File: src/rtl/mult_pkg.sv
// -----------------------------------------------------------------------------
// mult_pkg
// Shared definitions for the shift-and-add multiplier slice:
//   - MULT_N_DEFAULT : default operand width N
//   - mult_state_e   : controller state encoding (3 bits)
//   - acc_width()    : accumulator width for a given N (2N+1)
//   - cnt_width()    : step counter width for a given N
// -----------------------------------------------------------------------------
package mult_pkg;

  localparam int unsigned MULT_N_DEFAULT = 32;

  typedef enum logic [2:0] {
    ST_IDLE  = 3'd0,
    ST_LOAD  = 3'd1,
    ST_EVAL  = 3'd2,
    ST_SHIFT = 3'd3,
    ST_DONE  = 3'd4
  } mult_state_e;

  // Accumulator holds the running partial product (N+1 bits, carry included)
  // above the shrinking multiplier (N bits).
  function automatic int unsigned acc_width(input int unsigned n);
    return 2 * n + 1;
  endfunction

  // The counter only has to reach N-1, so $clog2(N) bits suffice.
  // A degenerate N of 1 still needs one bit to be a legal vector.
  function automatic int unsigned cnt_width(input int unsigned n);
    return (n > 1) ? $clog2(n) : 1;
  endfunction

endpackage

File: src/rtl/multiplier_control_if.sv
// -----------------------------------------------------------------------------
// multiplier_control_if
// Control handshake between a requester/accumulator datapath and the
// multiplier sequencer.
//   St   : start request (requester -> controller), level
//   M    : accumulator bit 0 (datapath -> controller)
//   Load : load operands strobe (controller -> datapath)
//   Sh   : shift-right strobe (controller -> datapath)
//   Ad   : add multiplicand strobe (controller -> datapath)
//   Busy : operation in progress (controller -> requester)
//   Done : product valid, held until St drops (controller -> requester)
// Modports: master = requester/datapath side, slave = controller side.
// -----------------------------------------------------------------------------
interface multiplier_control_if;

  logic St;
  logic M;
  logic Load;
  logic Sh;
  logic Ad;
  logic Busy;
  logic Done;

  modport master (
    output St,
    output M,
    input  Load,
    input  Sh,
    input  Ad,
    input  Busy,
    input  Done
  );

  modport slave (
    input  St,
    input  M,
    output Load,
    output Sh,
    output Ad,
    output Busy,
    output Done
  );

endinterface

File: src/rtl/mult_step_counter.sv
// -----------------------------------------------------------------------------
// mult_step_counter
// Counts shift steps of one multiply operation.
//   Clk   : clock, rising edge
//   Reset : asynchronous active-high reset, clears the count
//   Clr   : synchronous clear (operation start)
//   Inc   : count one shift step
//   Last  : count == N-1, i.e. the step being issued now is the N-th shift
// -----------------------------------------------------------------------------
module mult_step_counter
  import mult_pkg::*;
#(
  parameter int unsigned N = MULT_N_DEFAULT
) (
  input  logic Clk,
  input  logic Reset,
  input  logic Clr,
  input  logic Inc,
  output logic Last
);

  localparam int unsigned CW = cnt_width(N);
  localparam logic [CW-1:0] TERM = CW'(N - 1);

  logic [CW-1:0] cnt_q;
  logic [CW-1:0] cnt_d;

  assign Last = (cnt_q == TERM);

  always_comb begin
    cnt_d = cnt_q;
    if (Clr) begin
      cnt_d = '0;
    end else if (Inc) begin
      // The terminal step returns the count to zero explicitly instead of
      // letting it roll over, so it never passes N-1.
      if (Last) begin
        cnt_d = '0;
      end else begin
        cnt_d = cnt_q + CW'(1);
      end
    end
  end

  always_ff @(posedge Clk or posedge Reset) begin
    if (Reset) begin
      cnt_q <= '0;
    end else begin
      cnt_q <= cnt_d;
    end
  end

endmodule

File: src/rtl/multiplier_control.sv
// -----------------------------------------------------------------------------
// multiplier_control
// Sequencer for the shift-and-add multiplier. After a start request it
// issues one Load, then exactly N shifts with an add inserted before each
// shift whose multiplier LSB is 1. Done is held until St is dropped.
//   Clk   : clock, rising edge
//   Reset : asynchronous active-high reset; forces IDLE, outputs to 0
//   ctrl  : handshake interface (slave side): St, M in; Load, Sh, Ad,
//           Busy, Done out
// -----------------------------------------------------------------------------
module multiplier_control
  import mult_pkg::*;
#(
  parameter int unsigned N = MULT_N_DEFAULT
) (
  input  logic               Clk,
  input  logic               Reset,
  multiplier_control_if.slave ctrl
);

  localparam logic [2:0] IDLE  = ST_IDLE;
  localparam logic [2:0] LOAD  = ST_LOAD;
  localparam logic [2:0] EVAL  = ST_EVAL;
  localparam logic [2:0] SHIFT = ST_SHIFT;
  localparam logic [2:0] DONE  = ST_DONE;

  logic [2:0] state_q;
  logic [2:0] state_d;

  logic load;
  logic sh;
  logic ad;
  logic busy;
  logic done;
  logic cnt_clr;
  logic cnt_inc;
  logic cnt_last;

  mult_step_counter #(
    .N(N)
  ) u_step_counter (
    .Clk   (Clk),
    .Reset (Reset),
    .Clr   (cnt_clr),
    .Inc   (cnt_inc),
    .Last  (cnt_last)
  );

  // Next state and strobe decode. Sh/Ad in EVAL depend on M (Mealy); M is
  // a registered accumulator bit, so there is no combinational loop.
  always_comb begin
    state_d = state_q;
    load    = 1'b0;
    sh      = 1'b0;
    ad      = 1'b0;
    cnt_clr = 1'b0;
    cnt_inc = 1'b0;
    unique case (state_q)
      IDLE: begin
        if (ctrl.St) begin
          state_d = LOAD;
        end
      end
      LOAD: begin
        load    = 1'b1;
        cnt_clr = 1'b1;
        state_d = EVAL;
      end
      EVAL: begin
        if (ctrl.M) begin
          // Add now, the matching shift follows in SHIFT.
          ad      = 1'b1;
          state_d = SHIFT;
        end else begin
          sh      = 1'b1;
          cnt_inc = 1'b1;
          if (cnt_last) begin
            state_d = DONE;
          end
        end
      end
      SHIFT: begin
        sh      = 1'b1;
        cnt_inc = 1'b1;
        state_d = cnt_last ? DONE : EVAL;
      end
      DONE: begin
        // No restart from here: St must fall before a new operation.
        if (!ctrl.St) begin
          state_d = IDLE;
        end
      end
      default: begin
        state_d = IDLE;
      end
    endcase
  end

  assign busy = (state_q == LOAD) || (state_q == EVAL) || (state_q == SHIFT);
  assign done = (state_q == DONE);

  // Asynchronous reset puts the state in IDLE immediately, and every output
  // decodes to 0 from IDLE, so outputs drop without waiting for a clock.
  always_ff @(posedge Clk or posedge Reset) begin
    if (Reset) begin
      state_q <= IDLE;
    end else begin
      state_q <= state_d;
    end
  end

  assign ctrl.Load = load;
  assign ctrl.Sh   = sh;
  assign ctrl.Ad   = ad;
  assign ctrl.Busy = busy;
  assign ctrl.Done = done;

endmodule

File: src/flat_wrapper.sv
// flat-port wrapper written by rule: the top's interface ports become plain ports
module multiplier_control_flat import mult_pkg::*;
#(
  parameter int unsigned N = MULT_N_DEFAULT
)
  (Clk, Reset, ctrl_St, ctrl_M, ctrl_Load, ctrl_Sh, ctrl_Ad, ctrl_Busy, ctrl_Done);
  multiplier_control_if ctrl_i ();
  input  logic Clk;
  input  logic Reset;
  input wire logic [$bits(ctrl_i.St)-1:0] ctrl_St;
  input wire logic [$bits(ctrl_i.M)-1:0] ctrl_M;
  output wire logic [$bits(ctrl_i.Load)-1:0] ctrl_Load;
  output wire logic [$bits(ctrl_i.Sh)-1:0] ctrl_Sh;
  output wire logic [$bits(ctrl_i.Ad)-1:0] ctrl_Ad;
  output wire logic [$bits(ctrl_i.Busy)-1:0] ctrl_Busy;
  output wire logic [$bits(ctrl_i.Done)-1:0] ctrl_Done;
  assign ctrl_i.St = ctrl_St;
  assign ctrl_i.M = ctrl_M;
  assign ctrl_Load = ctrl_i.Load;
  assign ctrl_Sh = ctrl_i.Sh;
  assign ctrl_Ad = ctrl_i.Ad;
  assign ctrl_Busy = ctrl_i.Busy;
  assign ctrl_Done = ctrl_i.Done;
  multiplier_control #(.N(N)) u_core (.Clk(Clk), .Reset(Reset), .ctrl(ctrl_i));
endmodule
File: config.mk
export PLATFORM = sky130hd
export DESIGN_NAME = multiplier_control_flat
export DESIGN_NICKNAME = d
export VERILOG_FILES = /design/src/rtl/mult_pkg.sv /design/src/rtl/multiplier_control_if.sv /design/src/rtl/mult_step_counter.sv /design/src/rtl/multiplier_control.sv /design/src/flat_wrapper.sv
export SDC_FILE = /design/constraint.sdc
export NUM_CORES = 1
export LEC_CHECK = 0
export ABC_AREA = 1
export CORE_MARGIN = 2
export CORE_UTILIZATION = 30
export DETAILED_ROUTE_END_ITERATION = 10
export GPL_TIMING_DRIVEN = 1
export PLACE_DENSITY_LB_ADDON = 0.1
export REMOVE_ABC_BUFFERS = 1
export SLEW_MARGIN = 0
export SYNTH_ARGS = -nofsm -noshare
export SYNTH_HDL_FRONTEND = slang
export SYNTH_SLANG_ARGS = --single-unit
File: constraint.sdc
create_clock -name Clk -period 3 [get_ports Clk]
set_clock_uncertainty 0.15 [all_clocks]
set_input_delay 0.3 -clock Clk [delete_from_list [all_inputs] [get_ports Clk]]
set_output_delay 0.3 -clock Clk [all_outputs]
set_load 0.05 [all_outputs]
### Word level (Yosys, flattened, before mapping)

Index checks and enable logic that the tools add are counted.

| cells by class | value |
|---|---|
| add/subtract/negate cells | 1 |
| multiply operators | 0 |
| divide/modulo/power cells | 0 |
| magnitude comparators | 0 |
| eq/ne operators | 8 |
| shift-type cells | 0 |
| muxes and demuxes | 14 |
| bitwise logic cells | 0 |
| reductions and logical operators | 5 |

Operators by type and width:

| cell | number |
|---|---|
| $mux 3 | 5 |
| $mux 5 | 3 |
| $pmux 3 s5 | 1 |
| $eq 3x2->1 const B | 2 |
| $add 5x1->5 const B | 1 |
| $eq 5x5->1 const B | 1 |
| $mux 1 | 4 |
| $ne 2x2->1 const B | 2 |
| $eq 3x1->1 const B | 1 |
| $eq 3x3->1 const B | 1 |
| $logic_not 3->1 | 1 |
| $ne 3x2->1 const B | 1 |
| $reduce_and 3->1 | 1 |
| $logic_or 1x1->1 | 2 |
| $pmux 1 s2 | 1 |
| $reduce_bool 2->1 | 1 |

| storage, ports and cells | value |
|---|---|
| register bits after elaboration | 8 |
| bits in latches | 0 |
| memory bits (writable) | 0 |
| ROM bits | 0 |
| bits of input ports | 4 |
| memories | 0 |

### Depth between registers and ports, before layout

| logic depth | value |
|---|---|
| word-level depth | 4 |
| depth in mapped cells | 9 |

### Cells and area by module

A second synthesis with hierarchy kept.

| second synthesis, totals | value |
|---|---|
| cells, all modules | 75 |
| area total of the unflattened synthesis | 523.0 um^2 |

By module, submodules not included:

| module | instances | cells each | area an instance (um^2) | sequential area each (um^2) |
|---|---|---|---|---|
| mult_step_counter | 1 | 37 | 280.3 | 125.1 |
| multiplier_control | 1 | 38 | 242.7 | 75.1 |

### Least setup slack after synthesis

No wires, ideal clock.

| path | value |
|---|---|
| path kind | reg-to-output |
| start | reg u_core.state_q[0] |
| end | out ctrl_Busy |
| data arrival time | 1.118 ns |
| path slack | 1.432 ns |
| stages on the path, launching flop included | 3 |
| path through | dfrtp_1 nor2_1 nor2_1 |

| on the way | value |
|---|---|
| longest elaborated chain between the ends | 3 |

RTL lines:

| element | line | RTL |
|---|---|---|
| start, declared | multiplier_control.sv:27 | `logic [2:0] state_q;` |
| start signal, assigned | multiplier_control.sv:108 | `state_q <= state_d;` |
| $eq 3x1->1 / $eq 3x2->1 (equally long branches) | multiplier_control.sv:99 | `assign busy = (state_q == LOAD) \|\| (state_q == EVAL) \|\| (state_q == SHIFT);` |
| $logic_or 1x1->1 | multiplier_control.sv:99 |  |
| $logic_or 1x1->1 (*) | multiplier_control.sv:99 |  |
| end, declared | flat_wrapper.sv:15 | `output wire logic [$bits(ctrl_i.Busy)-1:0] ctrl_Busy;` |

Every way passes the cells marked *; elsewhere a longest branch is shown, timed or not.

### Final worst setup path

| path | value |
|---|---|
| start | in ctrl_M |
| end | out ctrl_Ad |

| on the way | value |
|---|---|
| longest elaborated chain between the ends | 2 |

RTL lines:

| element | line | RTL |
|---|---|---|
| start, declared | flat_wrapper.sv:11 | `input wire logic [$bits(ctrl_i.M)-1:0] ctrl_M;` |
| $mux 1 | multiplier_control.sv:70 | `if (ctrl.M) begin` |
| $mux 1 | multiplier_control.sv:58 | `unique case (state_q)` |
| end, declared | flat_wrapper.sv:14 | `output wire logic [$bits(ctrl_i.Ad)-1:0] ctrl_Ad;` |

No other way between the ends.

==> flow_metrics.py <==
metrics = {
    "clock_network": {
        "h-tree-depth": 1,
        "cts_buffers": 3,
        "cts_root_buf": "clkbuf_4",
        "cts_tree": "done",
        "cts_sinks": 8,
        "ctsResizeCount": 0,
        "cts_buffer_depth": 2,
        "cts_setup_buffers": 0,
        "path_clk_slew_ns": 0.06,
        "clk_latency_ns": 0.26,
        "ctsHoldBuffers": 0,
    },
    "cells_and_area": {
        "fill_cells": 168,
        "fin_nets": 91,
        "drive_above_1_share_pct": 13.3,
        "multi_input_area_um2": 254,
        "antenna_cells": 0,
        "layoutNonFillerInstCount": 99,
        "postLayoutCellArea_um2": 626,
        "regArea_um2": 200,
        "fin_util_pct": 40.6,
        "syn_to_final_growth_pct": 24.4,
    },
    "drt": {
        "via_per_inst": 4.66,
        "firstDrtPassIters": 4,
        "drt-initial-drc-count": 4,
        "avgRoutedWirePerCell_um": 9.85,
        "wl_um": 975,
        "drc": 0,
        "dr_total_vias": 461,
        "ant_nets": 0,
    },
    "setup_path": {
        "slowest_stage": "clkdlybuf4s50_1",
        "r2r-end": "u_core.state_q[0]",
        "reg2reg_slack_ns": 1.30,
        "reg2reg_depth": 7,
        "crit_type": "input pin to output pin",
        "arrival_ns": 1.94,
        "reg2reg_from": "u_core.u_step_counter.cnt_q[0]",
        "cpPeakStageDelay_ns": 0.79,
        "required_ns": 2.55,
        "endpoint_kind": "output pin",
        "startpoint_type": "input pin",
        "crit_fanout": 3,
        "worstPathCellList": "clkdlybuf4s50_1 > inv_1 > nor2_2 > nand2_1 > inv_1 > clkdlybuf4s50_1",
    },
    "floorplanning": {
        "core-area_um2": 1540,
        "die_h_um": 44.9,
        "io_pins": 9,
        "rows": 14,
        "fp.dieW_um": 44.9,
        "die-area_um2": 2020,
        "start_util_pct": 32.6,
    },
    "power_and_ir_drop": {
        "p_per_area_nw_per_um2": 1060,
        "power_leakage_nw": 0.354,
        "vdd_ir_drop_max_mv": 0.442,
    },
    "global_routing": {
        "grt_pass1_wl_um": 1700,
        "grt-ovfl-total": 0,
        "grt_max_degree": 9,
        "grt_pass1_vias": 427,
        "track_usage_pct": 12.3,
        "antenna_found_initial": 0,
    },
    "placement": {
        "place_hpwl_um": 797,
        "placed_cell_area_um2": 603,
        "io_buffers": 8,
        "dp_worst_setup_slack_ns": 0.615,
        "dp_cells": 96,
        "place.gp.congestion": 0.739,
    },
    "timing": {
        "final_hold_viol_count": 0,
        "fmax_mhz": 419,
        "setup_viol_count_final": 0,
        "post-route-min-period_ns": 2.39,
        "rsz0062_at_grt": "false",
        "tightestPinTransition_ns": 0.490,
        "layout_setup_ws_ns": 0.613,
        "fin_tns_setup_ns": 0,
        "slew_headroom_pct": 67.3,
        "min_period_over_period_pct": 79.6,
        "finalMaxSlewViolations": 0,
    },
    "synth": {
        "synth-seq-cells": 8,
        "syn-cell-area_um2": 503,
        "syn_area_per_cell_um2": 6.99,
        "yosysUniqueCellTypes": 16,
        "ys_warn_count": 0,
        "synthCells": 72,
        "ys_seq_area_share_pct": 39.8,
    },
    "run": {
        "maxCapViolations": 0,
    },
    "min_path": {
        "hold_path_class": "input pin to async pin",
    },
    "run_status": {
        "status": "finished, final reports clean",
    },
}
[where the power goes]
part	leakage [nW]	internal [mW]	switching, mW
Combinational	0.235	0.131	0.260
Sequential	0.105	0.145	0.0428
Clock	0.0138	0.0460	0.0398
[final cells by class]
class | count | area share, %
clock buffers | 3 | 3.60
multi-input cells | 51 | 40.6
inverters | 13 | 7.80
well taps | 16 | 3.20
repair buffers | 8 | 12.8
flip-flops and latches | 8 | 32.0
[worst max-delay path by stage]
| stage | from | endpoint | slack, ns | depth (start not counted) |
|---|---|---|---|---|
| 4_1_cts | ctrl_M | ctrl_Ad | 0.61 | 6 |
| 3_3_place_gp | ctrl_M | ctrl_Ad | 0.63 | 6 |
| 2_1_floorplan | u_core.state_q[0] | ctrl_Busy | 1.43 | 2 |
| 3_5_place_dp | ctrl_M | ctrl_Ad | 0.61 | 6 |
| 6_report | ctrl_M | ctrl_Ad | 0.61 | 6 |
| 5_1_grt | ctrl_M | ctrl_Ad | 0.53 | 6 |
[cell families after synthesis]
kind of cell,share of synthesized area (%)
AO/OA/AOI/OAI,1.99
AND/OR/NAND/NOR,41.8
buffers and inverters,9.70
adder cells (fa/ha/maj),4.97
flip-flops,39.8
XOR/XNOR,1.74
[critical path: cells and delay by family]
family / cells / cell delay (ns)
buf+inv: 4 / 1.38
simple gates: 2 / 0.25
[metal layers]
layer	vias up	GRT usage [%]	part of all wire, %
met5	-	0	0
met3	2	6.00	4.9
li1	245	-	-
met4	0	5.29	1.2
met2	11	19.1	44
met1	203	14.2	50
[state kept, by name (all words and copies together) (netlist names)]
register and flops:
u_core.state_q 3, u_core.u_step_counter.cnt_q 5
[Yosys cell counts (all sizes together)]
cell type / count / area [um^2]
and3: 1 / 6.26
dfrtp: 8 / 200
ha: 2 / 25.0
inv: 13 / 48.8
nand2: 28 / 108
nand3: 4 / 25.0
nand4: 4 / 25.0
nor2: 9 / 46.3
o21ai: 2 / 10.0
xnor2: 1 / 8.76
[placed cells by master (no fill, tap or decap)]
master and count:
nand4_1 4, xnor2_1 1, o21ai_0 1, inv_1 10
nand2_2 1, clkbuf_4 3, nor2_2 2, nand3_2 1
o21ai_1 1, nor2_4 1, clkdlybuf4s50_1 8, ha_1 2
inv_2 3, nand3_1 3, and3_1 1, nor2_1 6
nand2_1 27, dfrtp_1 8
[per-stage QoR]
step                hold WS [ns]  power, mW
detailed placement         0.344      0.582
global route               0.182      0.716
floorplan                -0.0343      0.479
CTS                        0.152      0.671
finish                     0.139      0.665
global placement           0.320      0.585
(Power assumes the default switching activity.)
